$ cat src/rtl/tiny16_if.sv
// tiny16 control-side bus: memory port plus register-file port.
//   master : the sequencer (drives selects, strobes, memory requests, status)
//   slave  : memory + register file side (returns read data, ready, src/dst)
interface tiny16_if;
   logic [15:0] mem_addr;
   logic        mem_rd;
   logic        mem_wr;
   logic [15:0] mem_wdata;
   logic [15:0] mem_rdata;
   logic        mem_ready;
   logic [2:0]  src_sel;
   logic [2:0]  dst_sel;
   logic [15:0] src;
   logic [15:0] dst;
   logic        in_en;
   logic [15:0] wb_data;
   logic        pc_inc;
   logic [1:0]  flags;
   logic        halted;

   modport master (
      output mem_addr, mem_rd, mem_wr, mem_wdata,
      output src_sel, dst_sel, in_en, wb_data, pc_inc, flags, halted,
      input  mem_rdata, mem_ready, src, dst
   );

   modport slave (
      input  mem_addr, mem_rd, mem_wr, mem_wdata,
      input  src_sel, dst_sel, in_en, wb_data, pc_inc, flags, halted,
      output mem_rdata, mem_ready, src, dst
   );
endinterface

$ cat src/rtl/tiny16_control.sv
// tiny16 fetch/decode/execute sequencer.
//   clk : rising-edge clock
//   rst : asynchronous active-low reset; also gates every output strobe
//   bus : tiny16_if.master -- memory request port (mem_*), register-file
//         selects/strobes (src_sel, dst_sel, in_en, wb_data, pc_inc),
//         status (flags = {C,Z}, halted)
//
// state   | meaning
// FETCH   | read instruction at r0; on ready latch ir and bump r0
// EXEC    | decode ir; ALU/LDI/jump write-back happens in this cycle
// MEM     | LD or ST data transfer, waits for mem_ready
// HALT    | idle with halted=1 until reset
module tiny16_control (
   input  logic     clk,
   input  logic     rst,
   tiny16_if.master bus
);

   typedef enum logic [1:0] {S_FETCH, S_EXEC, S_MEM, S_HALT} state_t;

   state_t      state, state_nxt;
   logic [15:0] ir, ir_nxt;
   logic        c_flag, z_flag, c_nxt, z_nxt;

   logic [3:0]  op;
   logic [2:0]  fd, fs;
   logic [8:0]  imm9;

   logic [15:0] addr_c, wdata_c, wb_c, alu_res;
   logic        rd_c, wr_c, in_en_c, pc_inc_c, halted_c, alu_wr;
   logic [16:0] sum;

   assign op   = ir[15:12];
   assign fd   = ir[11:9];
   assign fs   = ir[8:6];
   assign imm9 = ir[8:0];

   always_ff @(posedge clk or negedge rst) begin
      if (!rst) begin
         state  <= S_FETCH;
         ir     <= '0;
         c_flag <= 1'b0;
         z_flag <= 1'b0;
      end else begin
         state  <= state_nxt;
         ir     <= ir_nxt;
         c_flag <= c_nxt;
         z_flag <= z_nxt;
      end
   end

   // Selects depend only on state/ir so the combinational src/dst return
   // path from the register file never loops back into them.
   always_comb begin
      bus.src_sel = 3'd0;
      bus.dst_sel = 3'd0;
      case (state)
         S_EXEC: begin
            bus.src_sel = fs;
            bus.dst_sel = (op == 4'hB || op == 4'hC || op == 4'hD) ? 3'd0 : fd;
         end
         S_MEM: begin
            bus.src_sel = fs;
            bus.dst_sel = fd;
         end
         default: ;
      endcase
   end

   always_comb begin
      state_nxt = state;
      ir_nxt    = ir;
      c_nxt     = c_flag;
      z_nxt     = z_flag;
      addr_c    = '0;
      wdata_c   = '0;
      wb_c      = '0;
      rd_c      = 1'b0;
      wr_c      = 1'b0;
      in_en_c   = 1'b0;
      pc_inc_c  = 1'b0;
      halted_c  = 1'b0;
      alu_wr    = 1'b0;
      alu_res   = '0;
      sum       = '0;

      case (state)
         S_FETCH: begin
            addr_c = bus.src;
            rd_c   = 1'b1;
            if (bus.mem_ready) begin
               ir_nxt    = bus.mem_rdata;
               pc_inc_c  = 1'b1;
               state_nxt = S_EXEC;
            end
         end

         S_EXEC: begin
            state_nxt = S_FETCH;
            case (op)
               4'h1: begin in_en_c = 1'b1; wb_c = bus.src; end
               4'h2: begin
                  sum     = {1'b0, bus.dst} + {1'b0, bus.src};
                  alu_res = sum[15:0];
                  c_nxt   = sum[16];
                  alu_wr  = 1'b1;
               end
               4'h3: begin
                  // bit 16 of the widened difference is the borrow (d < s)
                  sum     = {1'b0, bus.dst} - {1'b0, bus.src};
                  alu_res = sum[15:0];
                  c_nxt   = sum[16];
                  alu_wr  = 1'b1;
               end
               4'h4: begin alu_res = bus.dst & bus.src; c_nxt = 1'b0; alu_wr = 1'b1; end
               4'h5: begin alu_res = bus.dst | bus.src; c_nxt = 1'b0; alu_wr = 1'b1; end
               4'h6: begin alu_res = bus.dst ^ bus.src; c_nxt = 1'b0; alu_wr = 1'b1; end
               4'h7: begin alu_res = bus.src >> 1; c_nxt = bus.src[0]; alu_wr = 1'b1; end
               4'h8: begin in_en_c = 1'b1; wb_c = {7'b0, imm9}; end
               4'h9, 4'hA: state_nxt = S_MEM;
               4'hB: begin in_en_c = 1'b1;   wb_c = bus.src; end
               4'hC: begin in_en_c = z_flag; wb_c = bus.src; end
               4'hD: begin in_en_c = c_flag; wb_c = bus.src; end
               4'hF: state_nxt = S_HALT;
               default: ;
            endcase
            if (alu_wr) begin
               in_en_c = 1'b1;
               wb_c    = alu_res;
               z_nxt   = (alu_res == 16'h0000);
            end
         end

         S_MEM: begin
            if (op == 4'h9) begin
               addr_c = bus.src;
               rd_c   = 1'b1;
               if (bus.mem_ready) begin
                  in_en_c = 1'b1;
                  wb_c    = bus.mem_rdata;
               end
            end else begin
               addr_c  = bus.dst;
               wdata_c = bus.src;
               wr_c    = 1'b1;
            end
            if (bus.mem_ready) state_nxt = S_FETCH;
         end

         S_HALT: halted_c = 1'b1;

         default: state_nxt = S_FETCH;
      endcase
   end

   // Reset kills every strobe and bus value immediately, independent of the
   // clock, so an interrupted transfer never completes.
   assign bus.mem_addr  = rst ? addr_c  : '0;
   assign bus.mem_wdata = rst ? wdata_c : '0;
   assign bus.wb_data   = rst ? wb_c    : '0;
   assign bus.mem_rd    = rst & rd_c;
   assign bus.mem_wr    = rst & wr_c;
   assign bus.in_en     = rst & in_en_c;
   assign bus.pc_inc    = rst & pc_inc_c;
   assign bus.halted    = rst & halted_c;
   assign bus.flags     = {c_flag, z_flag};

endmodule

$ cat src/flat_wrapper.sv
// flat-port wrapper written by rule: the top's interface ports become plain ports
module tiny16_control_flat 
  (clk, rst, bus_mem_addr, bus_mem_rd, bus_mem_wr, bus_mem_wdata, bus_src_sel, bus_dst_sel, bus_in_en, bus_wb_data, bus_pc_inc, bus_flags, bus_halted, bus_mem_rdata, bus_mem_ready, bus_src, bus_dst);
  tiny16_if bus_i ();
  input  logic clk;
  input  logic rst;
  output wire logic [$bits(bus_i.mem_addr)-1:0] bus_mem_addr;
  output wire logic [$bits(bus_i.mem_rd)-1:0] bus_mem_rd;
  output wire logic [$bits(bus_i.mem_wr)-1:0] bus_mem_wr;
  output wire logic [$bits(bus_i.mem_wdata)-1:0] bus_mem_wdata;
  output wire logic [$bits(bus_i.src_sel)-1:0] bus_src_sel;
  output wire logic [$bits(bus_i.dst_sel)-1:0] bus_dst_sel;
  output wire logic [$bits(bus_i.in_en)-1:0] bus_in_en;
  output wire logic [$bits(bus_i.wb_data)-1:0] bus_wb_data;
  output wire logic [$bits(bus_i.pc_inc)-1:0] bus_pc_inc;
  output wire logic [$bits(bus_i.flags)-1:0] bus_flags;
  output wire logic [$bits(bus_i.halted)-1:0] bus_halted;
  input wire logic [$bits(bus_i.mem_rdata)-1:0] bus_mem_rdata;
  input wire logic [$bits(bus_i.mem_ready)-1:0] bus_mem_ready;
  input wire logic [$bits(bus_i.src)-1:0] bus_src;
  input wire logic [$bits(bus_i.dst)-1:0] bus_dst;
  assign bus_mem_addr = bus_i.mem_addr;
  assign bus_mem_rd = bus_i.mem_rd;
  assign bus_mem_wr = bus_i.mem_wr;
  assign bus_mem_wdata = bus_i.mem_wdata;
  assign bus_src_sel = bus_i.src_sel;
  assign bus_dst_sel = bus_i.dst_sel;
  assign bus_in_en = bus_i.in_en;
  assign bus_wb_data = bus_i.wb_data;
  assign bus_pc_inc = bus_i.pc_inc;
  assign bus_flags = bus_i.flags;
  assign bus_halted = bus_i.halted;
  assign bus_i.mem_rdata = bus_mem_rdata;
  assign bus_i.mem_ready = bus_mem_ready;
  assign bus_i.src = bus_src;
  assign bus_i.dst = bus_dst;
  tiny16_control u_core (.clk(clk), .rst(rst), .bus(bus_i));
endmodule
$ cat config.mk
export PLATFORM = sky130hd
export DESIGN_NAME = tiny16_control_flat
export DESIGN_NICKNAME = d
export VERILOG_FILES = /design/src/rtl/tiny16_if.sv /design/src/rtl/tiny16_control.sv /design/src/flat_wrapper.sv
export SDC_FILE = /design/constraint.sdc
export NUM_CORES = 1
export LEC_CHECK = 0
export BUFFER_PORTS_ARGS = -buffer_cell sky130_fd_sc_hd__buf_2
export CORE_MARGIN = 2
export CORE_UTILIZATION = 61
export CTS_BUF_LIST = sky130_fd_sc_hd__clkbuf_8
export DETAILED_ROUTE_END_ITERATION = 10
export GPL_ROUTABILITY_DRIVEN = 0
export HOLD_SLACK_MARGIN = 0.06
export PLACE_DENSITY = 0.92
export SYNTH_ARGS = -nofsm -noshare
export SYNTH_HDL_FRONTEND = slang
export SYNTH_SLANG_ARGS = --single-unit
$ cat constraint.sdc
create_clock -name clk -period 3.7 [get_ports clk]
set_clock_uncertainty 0.1 [all_clocks]
set_input_delay 0.185 -clock clk [delete_from_list [all_inputs] [get_ports clk]]
set_output_delay 0.185 -clock clk [all_outputs]
set_load 0.02 [all_outputs]
Word-level counts from Yosys, hierarchy flattened
Cells that the tools add are included.
{"block": "classes", "multipliers": 0, "addsub": 2, "n_mux": 35, "n_eq_ne": 19, "reduce_logical": 16, "div_mod_pow": 0, "n_bitwise": 8, "n_lt_le_gt_ge": 0, "shift": 0}
{"operator": "16-bit 2-to-1 mux", "count": 10}
{"operator": "16-bit case mux with 2 select lines", "count": 3}
{"operator": "16-bit case mux with 6 select lines", "count": 1}
{"operator": "4-bit == test (second input constant)", "count": 7}
{"operator": "16-bit by 16-bit adder with 17-bit output", "count": 1}
{"operator": "16-bit by 16-bit subtractor with 17-bit output", "count": 1}
{"operator": "16-bit bitwise AND", "count": 1}
{"operator": "4-bit by 3-bit == test with 1-bit output (second input constant)", "count": 4}
{"operator": "16-bit zero test", "count": 1}
{"operator": "16-bit OR", "count": 1}
{"operator": "16-bit XOR", "count": 1}
{"operator": "1-bit 2-to-1 mux", "count": 10}
{"operator": "4-bit by 2-bit == test with 1-bit output (second input constant)", "count": 2}
{"operator": "3-bit 2-to-1 mux", "count": 2}
{"operator": "2-bit case mux with 3 select lines", "count": 1}
{"operator": "3-bit case mux with 2 select lines", "count": 1}
{"operator": "2-bit AND reduction", "count": 3}
{"operator": "3-bit OR reduction", "count": 2}
{"operator": "6-bit OR reduction", "count": 1}
{"operator": "1-bit bitwise AND", "count": 5}
{"operator": "2-bit == test (second input constant)", "count": 2}
{"operator": "4-bit by 1-bit == test with 1-bit output (second input constant)", "count": 1}
{"operator": "2-bit 2-to-1 mux", "count": 2}
{"operator": "2-bit != test (second input constant)", "count": 2}
{"operator": "12 further kinds", "count": 15}
{"block": "word_totals", "romBits": 0, "output_inout_bits": 61, "regBits": 20, "n_memories": 0, "inputBits": 51, "mem_bits_rw": 0, "latch_bits": 0}

Longest topological paths before layout
Gate-level depths: netlist of run 1.
{"block": "depth", "word_depth": 7, "ltp_mapped": 13, "mapped_depth_nobuf": 13}

Least setup slack after synthesis of run 1
No wires, ideal clock.
{"block": "synth_timing", "path_kind": "input to output", "from": "input port bus_src[8]", "to": "output port bus_wb_data[15]", "path_slack_ns": 0.783, "stages": 12, "n_path_buf": 1, "required_ns": 3.415, "t_arrival_ns": 2.632, "path_cell_list": "inv_1 -> ha_1 -> buf_2 -> and3_1 -> nand3_1 -> o2111a_1 -> or4_4 -> a31oi_1 -> mux2i_1 -> nor2_1 -> a221oi_1 -> o21ai_0"}
{"block": "synth_between", "elab_chain_len": 6, "word_cells_on_any_way": 7, "classes_between": "add/sub: 2; mux: 5"}
{"element": "from (decl)", "line": "flat_wrapper.sv:20", "text": "input wire logic [$bits(bus_i.src)-1:0] bus_src;"}
{"element": "16-bit by 16-bit subtractor with 17-bit output or 16-bit by 16-bit adder with 17-bit output (tied branches)", "line": "tiny16_control.sv:110, tiny16_control.sv:103"}
{"element": "16-bit case mux with 6 select lines (*)", "line": "tiny16_control.sv:100", "text": "case (op)"}
{"element": "16-bit 2-to-1 mux (*)", "line": "tiny16_control.sv:87", "text": "case (state)"}
{"element": "16-bit 2-to-1 mux (*)", "line": "tiny16_control.sv:127", "text": "if (alu_wr) begin"}
{"element": "16-bit case mux with 2 select lines (*)", "line": "tiny16_control.sv:87"}
{"element": "16-bit 2-to-1 mux (*)", "line": "tiny16_control.sv:160", "text": "assign bus.wb_data = rst ? wb_c : '0;"}
{"element": "to (decl)", "line": "flat_wrapper.sv:14", "text": "output wire logic [$bits(bus_i.wb_data)-1:0] bus_wb_data;"}
Every way passes the cells marked *; elsewhere a longest branch is shown, timed or not. The select of a mux whose other input is x is not followed.

Worst setup path in the final report of run 1
{"block": "layout_timing", "from": "register u_core.ir[13]", "to": "output port bus_wb_data[6]"}
{"block": "layout_between", "elab_chain_len": 7, "word_cells_on_any_way": 23, "classes_between": "eq/ne: 12; mux: 9; reduce/logical: 2"}
{"element": "from (decl)", "line": "tiny16_control.sv:22", "text": "logic [15:0] ir, ir_nxt;"}
{"element": "from (signal assigned)", "line": "tiny16_control.sv:46", "text": "ir <= ir_nxt;"}
{"element": "4-bit by 3-bit == test with 1-bit output or 4-bit by 2-bit == test with 1-bit output (tied branches)"}
{"element": "6-bit OR reduction (no source line)"}
{"element": "1-bit 2-to-1 mux", "line": "tiny16_control.sv:100"}
{"element": "1-bit 2-to-1 mux", "line": "tiny16_control.sv:87"}
{"element": "16-bit 2-to-1 mux", "line": "tiny16_control.sv:127"}
{"element": "16-bit case mux with 2 select lines (*)", "line": "tiny16_control.sv:87"}
{"element": "16-bit 2-to-1 mux (*)", "line": "tiny16_control.sv:160"}
Marked as above.

==> flow_summary.ini, run 1 <==
[synth]
ys_seq_area_share_pct = 10.68
syn-num-nets = 763
syn_area_per_cell_um2 = 7.156
yosysWarnings = 0
synth_top_family_by_area = compound AO/OA/AOI/OAI gates
synth_adder_area_share_pct = 15.54
synth_area_leader_cell = ha_1
synth_area_um2 = 4687
synthFlopType = dfrtp_1
synth_mux_area_share_pct = 6.594
yosysTopAreaCellShare_pct = 14.68
synth_edf_count = 0
synthSimpleGateAreaFrac_pct = 26.45
async_reset_ff_share_pct = 100.0
ys_ff_latch = 20
netlist_instances = 655
yosysUniqueCellTypes = 77
synth_area_leaders = ha_1 (15%), dfrtp_1 (11%), nor2_1 (5.4%), a21oi_1 (4.8%), inv_1 (4.5%)
synth_xor_area_share_pct = 0.5606
synth_compound_area_share_pct = 31.23

[route]
drt_iter0_drc = 900
first_pass_iters = 6
routed_wirelength_mm = 16.99
drc = 0
viasPerCell = 7.007
ant_nets = 0
post_drt_wl_per_cell_um = 20.08
num_vias = 5928

[floorplanning]
dieArea_um2 = 8401
die_width_um = 91.66
initial_core_util_pct = 63.94
core_um2 = 7331
die_y_um = 91.66
io_pins = 112
core.rowCount = 31

[min_path]
hold_path_class = input pin to flop
hold_depth = 2

[timing]
timing.fmax_ghz = 0.2878
fin_crit_sh_pct = 93.91
hold_viol_final = 0
min_period_ps = 3475
slew_headroom_pct = 49.67
tightest_slew_ps = 755.0
hold_ws_ps = 74.09
finalSetupTns_ps = 0
rsz0062_at_grt = false
setup_violations = 0
slew_violations = 0

[layout]
design_area_um2 = 5428
final_cell_mix = buf_2 (111), nor2_1 (67), inv_1 (56)
fillers = 563
diodes = 0
area_growth_pct = 15.80
fin_nets = 856
final_common_cell = buf_2
drive_gt1_share_pct = 22.89

[clock_tree]
cts_buffer_depth = 2
hold_buffers = 1
cts_sinks = 20
clk_pin_slew_worst_paths_ps = 80
htree_levels = 1
cts.repair.resized = 0
cts_tree = built
cts_setup_buffers = 0
cts_buffers = 3
clock_latency_ps = 260
cts-root-buf = clkbuf_8

[outcome]
status = finished, final reports clean

[pwr]
pwr-share-seq_pct = 16.3
ir_worst_vdd_uv = 441.1
power.internal_mw = 1.403
p_switching_mw = 1.784
finalPower_mw = 3.187
p_comb_share_pct = 76.7
clkPwrFrac_pct = 6.9
powerDensity_nw_per_um2 = 587.2
swShare_pct = 55.98
power.leakage_nw = 2.712

[setup_path]
slowest_stage = dfrtp_1
critPathMaxStageDelay_ps = 760
endpoint_kind = output port
reg2regPathDepth = 10
critical_path_required_ps = 3410
critical_path_arrival_ps = 3190
worstPathMaxFanout = 24
crit_path_start_kind = flop
critical_path_class = flop to output port
crit_chain = buf_4 > nor4b_2 > buf_4 > nand3_1 > a32oi_1 > a221o_1 > a221o_1 > a22oi_1 > nor2_1 > buf_2

[job]
cap_violations = 0

[placed_design]
dpl_cell_area_um2 = 5346
hpwl_mm = 12.55
io_buffers = 111

[global_routing]
overflow = 0
grt_pass1_wl_mm = 27.24
track_usage_pct = 39.85
grt_max_degree = 27
grt_pass1_vias = 5506
antenna_found_initial = 0
routing by layer:
| layer | wire length, um | track usage [%] | part of all wire (%) | vias up |
|---|---|---|---|---|
| met3 | 2189 | 6.327 | 13 | 132 |
| li1 | - | - | - | 2594 |
| met2 | 7425 | 63.17 | 44 | 521 |
| met4 | 1460 | 26.64 | 8.6 | 0 |
| met1 | 5915 | 49.74 | 35 | 2681 |
| met5 | 0 | 0 | 0 | - |
state kept, by name, indices dropped and copies added (netlist names):
register	count
u_core.c_flag	1
u_core.ir	16
u_core.z_flag	1
u_core.state	2
synthesized netlist by cell type, types with 15 or more instances:
library cell / count
and3_1: 20
nand2_1: 37
dfrtp_1: 20
inv_1: 56
clkbuf_1: 32
nand2b_1: 18
nor3_1: 15
and2_1: 15
o21ai_0: 28
nor2_1: 67
a21oi_1: 45
a22oi_1: 26
mux2_2: 17
ha_1: 55
power groups by stage:
stage | combinational, mW | clock, mW | sequential, mW
finish | 2.45 | 0.221 | 0.520
global placement | 2.26 | 0 | 0.486
CTS | 2.35 | 0.221 | 0.498
detailed placement | 2.33 | 0 | 0.500
global route | 2.61 | 0.236 | 0.527
floorplan | 1.73 | 0 | 0.373
path summary, 6_finish.rpt:
path,to,start,slack (ps)
setup reg to reg,u_core.z_flag$_DFFE_PN0P_,u_core.ir[13]$_DFFE_PN0P_,430
max in group asynchronous,u_core.ir[15]$_DFFE_PN0P_,rst,2530
hold / removal,u_core.ir[0]$_DFFE_PN0P_,bus_mem_rdata[0],70
setup / recovery,bus_wb_data[6],u_core.ir[13]$_DFFE_PN0P_,230
hold reg to reg,u_core.ir[11]$_DFFE_PN0P_,u_core.ir[11]$_DFFE_PN0P_,420
min in group asynchronous,u_core.state[0]$_DFFE_PN0P_,rst,330
final cells by class:
type	count	area, um2	area share (%)
clock buffers	3	41.29	0.7607
clock inverters	1	30.03	0.5532
inverters	56	210.2	3.873
multi-input cells	532	3784	69.71
flip-flops and latches	20	500.5	9.221
well taps	99	123.9	2.282
repair buffers	135	738.2	13.60
worst max-delay path: cells and delay by family (launching register included):
| family | cells | cell delay (ps) |
|---|---|---|
| buf+inv | 3 | 870 |
| compound gates | 4 | 760 |
| flops | 1 | 760 |
| simple gates | 3 | 530 |
metrics by stage:
stage | instances | setup WS, ps | utilization [%]
after floorplan | 655 | 783.0 | -
after global placement | 841 | 401.2 | 72.93
after detailed placement | 841 | 329.8 | 72.93
after CTS | 846 | 321.7 | 74.04
after global routing | 846 | 5.103 | 74.04
final | 846 | 225.3 | 74.04
cell families (layout without fill, tap and decap cells):
family | count (synthesis) | in the layout
XOR/XNOR | 3 | 3
multiplexers | 25 | 25
flip-flops | 20 | 20
AO/OA/AOI/OAI | 211 | 211
buffers and inverters | 103 | 195
AND/OR/NAND/NOR | 236 | 236
adder cells (fa/ha/maj) | 57 | 57
(Power assumes the default switching activity.)
==> run 2: changes to the inputs <==
--- a/config.mk
+++ b/config.mk
@@ -6,6 +6,7 @@
 export NUM_CORES = 1
 export LEC_CHECK = 0
 export BUFFER_PORTS_ARGS = -buffer_cell sky130_fd_sc_hd__buf_2
+export CAP_MARGIN = 20
 export CORE_MARGIN = 2
 export CORE_UTILIZATION = 61
 export CTS_BUF_LIST = sky130_fd_sc_hd__clkbuf_8
@@ -13,6 +14,7 @@
 export GPL_ROUTABILITY_DRIVEN = 0
 export HOLD_SLACK_MARGIN = 0.06
 export PLACE_DENSITY = 0.92
+export RECOVER_POWER = 100
 export SYNTH_ARGS = -nofsm -noshare
 export SYNTH_HDL_FRONTEND = slang
 export SYNTH_SLANG_ARGS = --single-unit
==> flow_summary.ini, run 2 (synthesis gave the netlist of run 1 again) <==
[timing]
min_period_ps = 3517
worst_slack_ps = 183.0
finalSetupTns_ps = 0
slew_headroom_pct = 24.71
timing.fmax_ghz = 0.2843
rsz0062_at_grt = false
setup_violations = 0
fin_crit_sh_pct = 95.05
hold_viol_final = 0
tightest_slew_ps = 1129
slew_violations = 0

[clock_tree]
cts.repair.resized = 0
clk_pin_slew_worst_paths_ps = 80
hold_buffers = 1
cts_sinks = 20
cts_tree = built
clock_latency_ps = 260
cts_buffer_depth = 2
cts-root-buf = clkbuf_8
cts_buffers = 3
htree_levels = 1
cts_setup_buffers = 0

[global_routing]
antenna_found_initial = 0
track_usage_pct = 39.85
overflow = 0
grt_pass1_vias = 5506
grt_pass1_wl_mm = 27.24
grt_max_degree = 27

[layout]
area_growth_pct = 14.36
final_cell_mix = nor2_1 (67), buf_2 (61), inv_1 (56)
drive_gt1_share_pct = 17.14
largest_register = u_core.ir
largest_reg_flops = 16
fin_nets = 856
multi_input_area_um2 = 3777
fillers = 590
diodes = 0
final_common_cell = nor2_1
ff_latch_area_um2 = 500.5
reg.largest.list = u_core.ir: 16 flops, u_core.state: 2 flops

[pwr]
pwr-share-seq_pct = 16.4
clkPwrFrac_pct = 7.0
ir_worst_vdd_uv = 439.4
power.internal_mw = 1.380
power.leakage_nw = 2.528
powerDensity_nw_per_um2 = 591.2
p_comb_share_pct = 76.6
swShare_pct = 56.44
p_switching_mw = 1.789

[route]
met3WireLength_mm = 2.063
top_layer_used = met4
post_drt_wl_per_cell_um = 20.21
num_vias = 5945
first_pass_iters = 8
wl_met1_mm = 6.105
ant_nets = 0
routed_wirelength_mm = 17.09
drt_iter0_drc = 924
viasPerCell = 7.027
met2WireLength_mm = 7.569
drc = 0

[setup_path]
critical_path_arrival_ps = 3230
crit_path_start_kind = flop
critPathMaxStageDelay_ps = 770
critical_path_required_ps = 3410
startpoint = u_core.ir[13]$_DFFE_PN0P_
slowest_stage = dfrtp_1
endpoint_kind = output port
crit_chain = buf_4 > nor4b_2 > clkbuf_4 > nand3_1 > a32oi_1 > a221o_1 > a221o_1 > a22oi_1 > nor2_1 > buf_2
critical_path_class = flop to output port
worstPathMaxFanout = 24
worstReg2RegStart = u_core.ir[13]$_DFFE_PN0P_
worst_path_most_repeated_cell = a221o_1

[placed_design]
io_buffers = 111
place_ws_ps = 329.8
hpwl_mm = 12.55

[min_path]
hold_path_class = input pin to flop
min_from = bus_mem_rdata[0]

[floorplanning]
io_pins = 112
core.rowCount = 31
dieArea_um2 = 8401
die_y_um = 91.66
initial_core_util_pct = 63.94
core_um2 = 7331
die_width_um = 91.66

[outcome]
status = finished, final reports clean

[job]
cap_violations = 0
## run 2: cell count changes in the layout (fill, tap and decap cells not counted), sizes merged
cell / change
buf: -55
clkbuf: +55
## run 2: power groups by stage
stage | Combinational [mW] | Clock, mW | Sequential [mW]
2_1_floorplan | 1.73 | 0 | 0.373
3_3_place_gp | 2.26 | 0 | 0.486
3_5_place_dp | 2.33 | 0 | 0.500
4_1_cts | 2.35 | 0.221 | 0.498
5_1_grt | 2.58 | 0.236 | 0.527
6_report | 2.43 | 0.221 | 0.521
## run 2: layer usage
| metal | vias to the layer above | global-route usage [%] |
|---|---|---|
| li1 | 2596 | - |
| met1 | 2673 | 49.74 |
| met2 | 552 | 63.17 |
| met3 | 124 | 6.327 |
| met4 | 0 | 26.64 |
| met5 | - | 0 |
## run 2: worst paths after layout
path	end	slack, ps	cells past startpoint
max	bus_wb_data[6]	180	10
min	u_core.ir[0]$_DFFE_PN0P_	70	2
max reg2reg	u_core.z_flag$_DFFE_PN0P_	380	10
min reg2reg	u_core.ir[11]$_DFFE_PN0P_	420	1
max in group asynchronous	u_core.ir[1]$_DFFE_PN0P_	1420	3
min in group asynchronous	u_core.state[1]$_DFFE_PN0P_	580	2
## run 2: worst max-delay path, delay by kind of cell, from the launching register on
kind / cells / cell delay (ps)
AO/OA/AOI/OAI: 4 / 740
buffers and inverters: 3 / 920
flip-flops: 1 / 770
AND/OR/NAND/NOR: 3 / 520
## run 2: layout make-up
cell class	instances	area share, %
multi-input combinational	532	70.47
timing repair buffer	135	12.63
sequential	20	9.337
inverter	56	3.922
tap	99	2.311
clock buffer	3	0.7703
clock inverter	1	0.5602
## run 2: through the flow
| stage | hold slack, ps | area [um2] | instances | power (mW) | util, % |
|---|---|---|---|---|---|
| after floorplan | -210.6 | 4687 | 655 | 2.101 | - |
| after global placement | 41.32 | 5346 | 841 | 2.746 | 72.93 |
| after detailed placement | 52.21 | 5346 | 841 | 2.827 | 72.93 |
| after CTS | 74.14 | 5428 | 846 | 3.073 | 74.04 |
| after global routing | 64.73 | 5360 | 846 | 3.346 | 73.12 |
| final | 73.72 | 5360 | 846 | 3.169 | 73.12 |
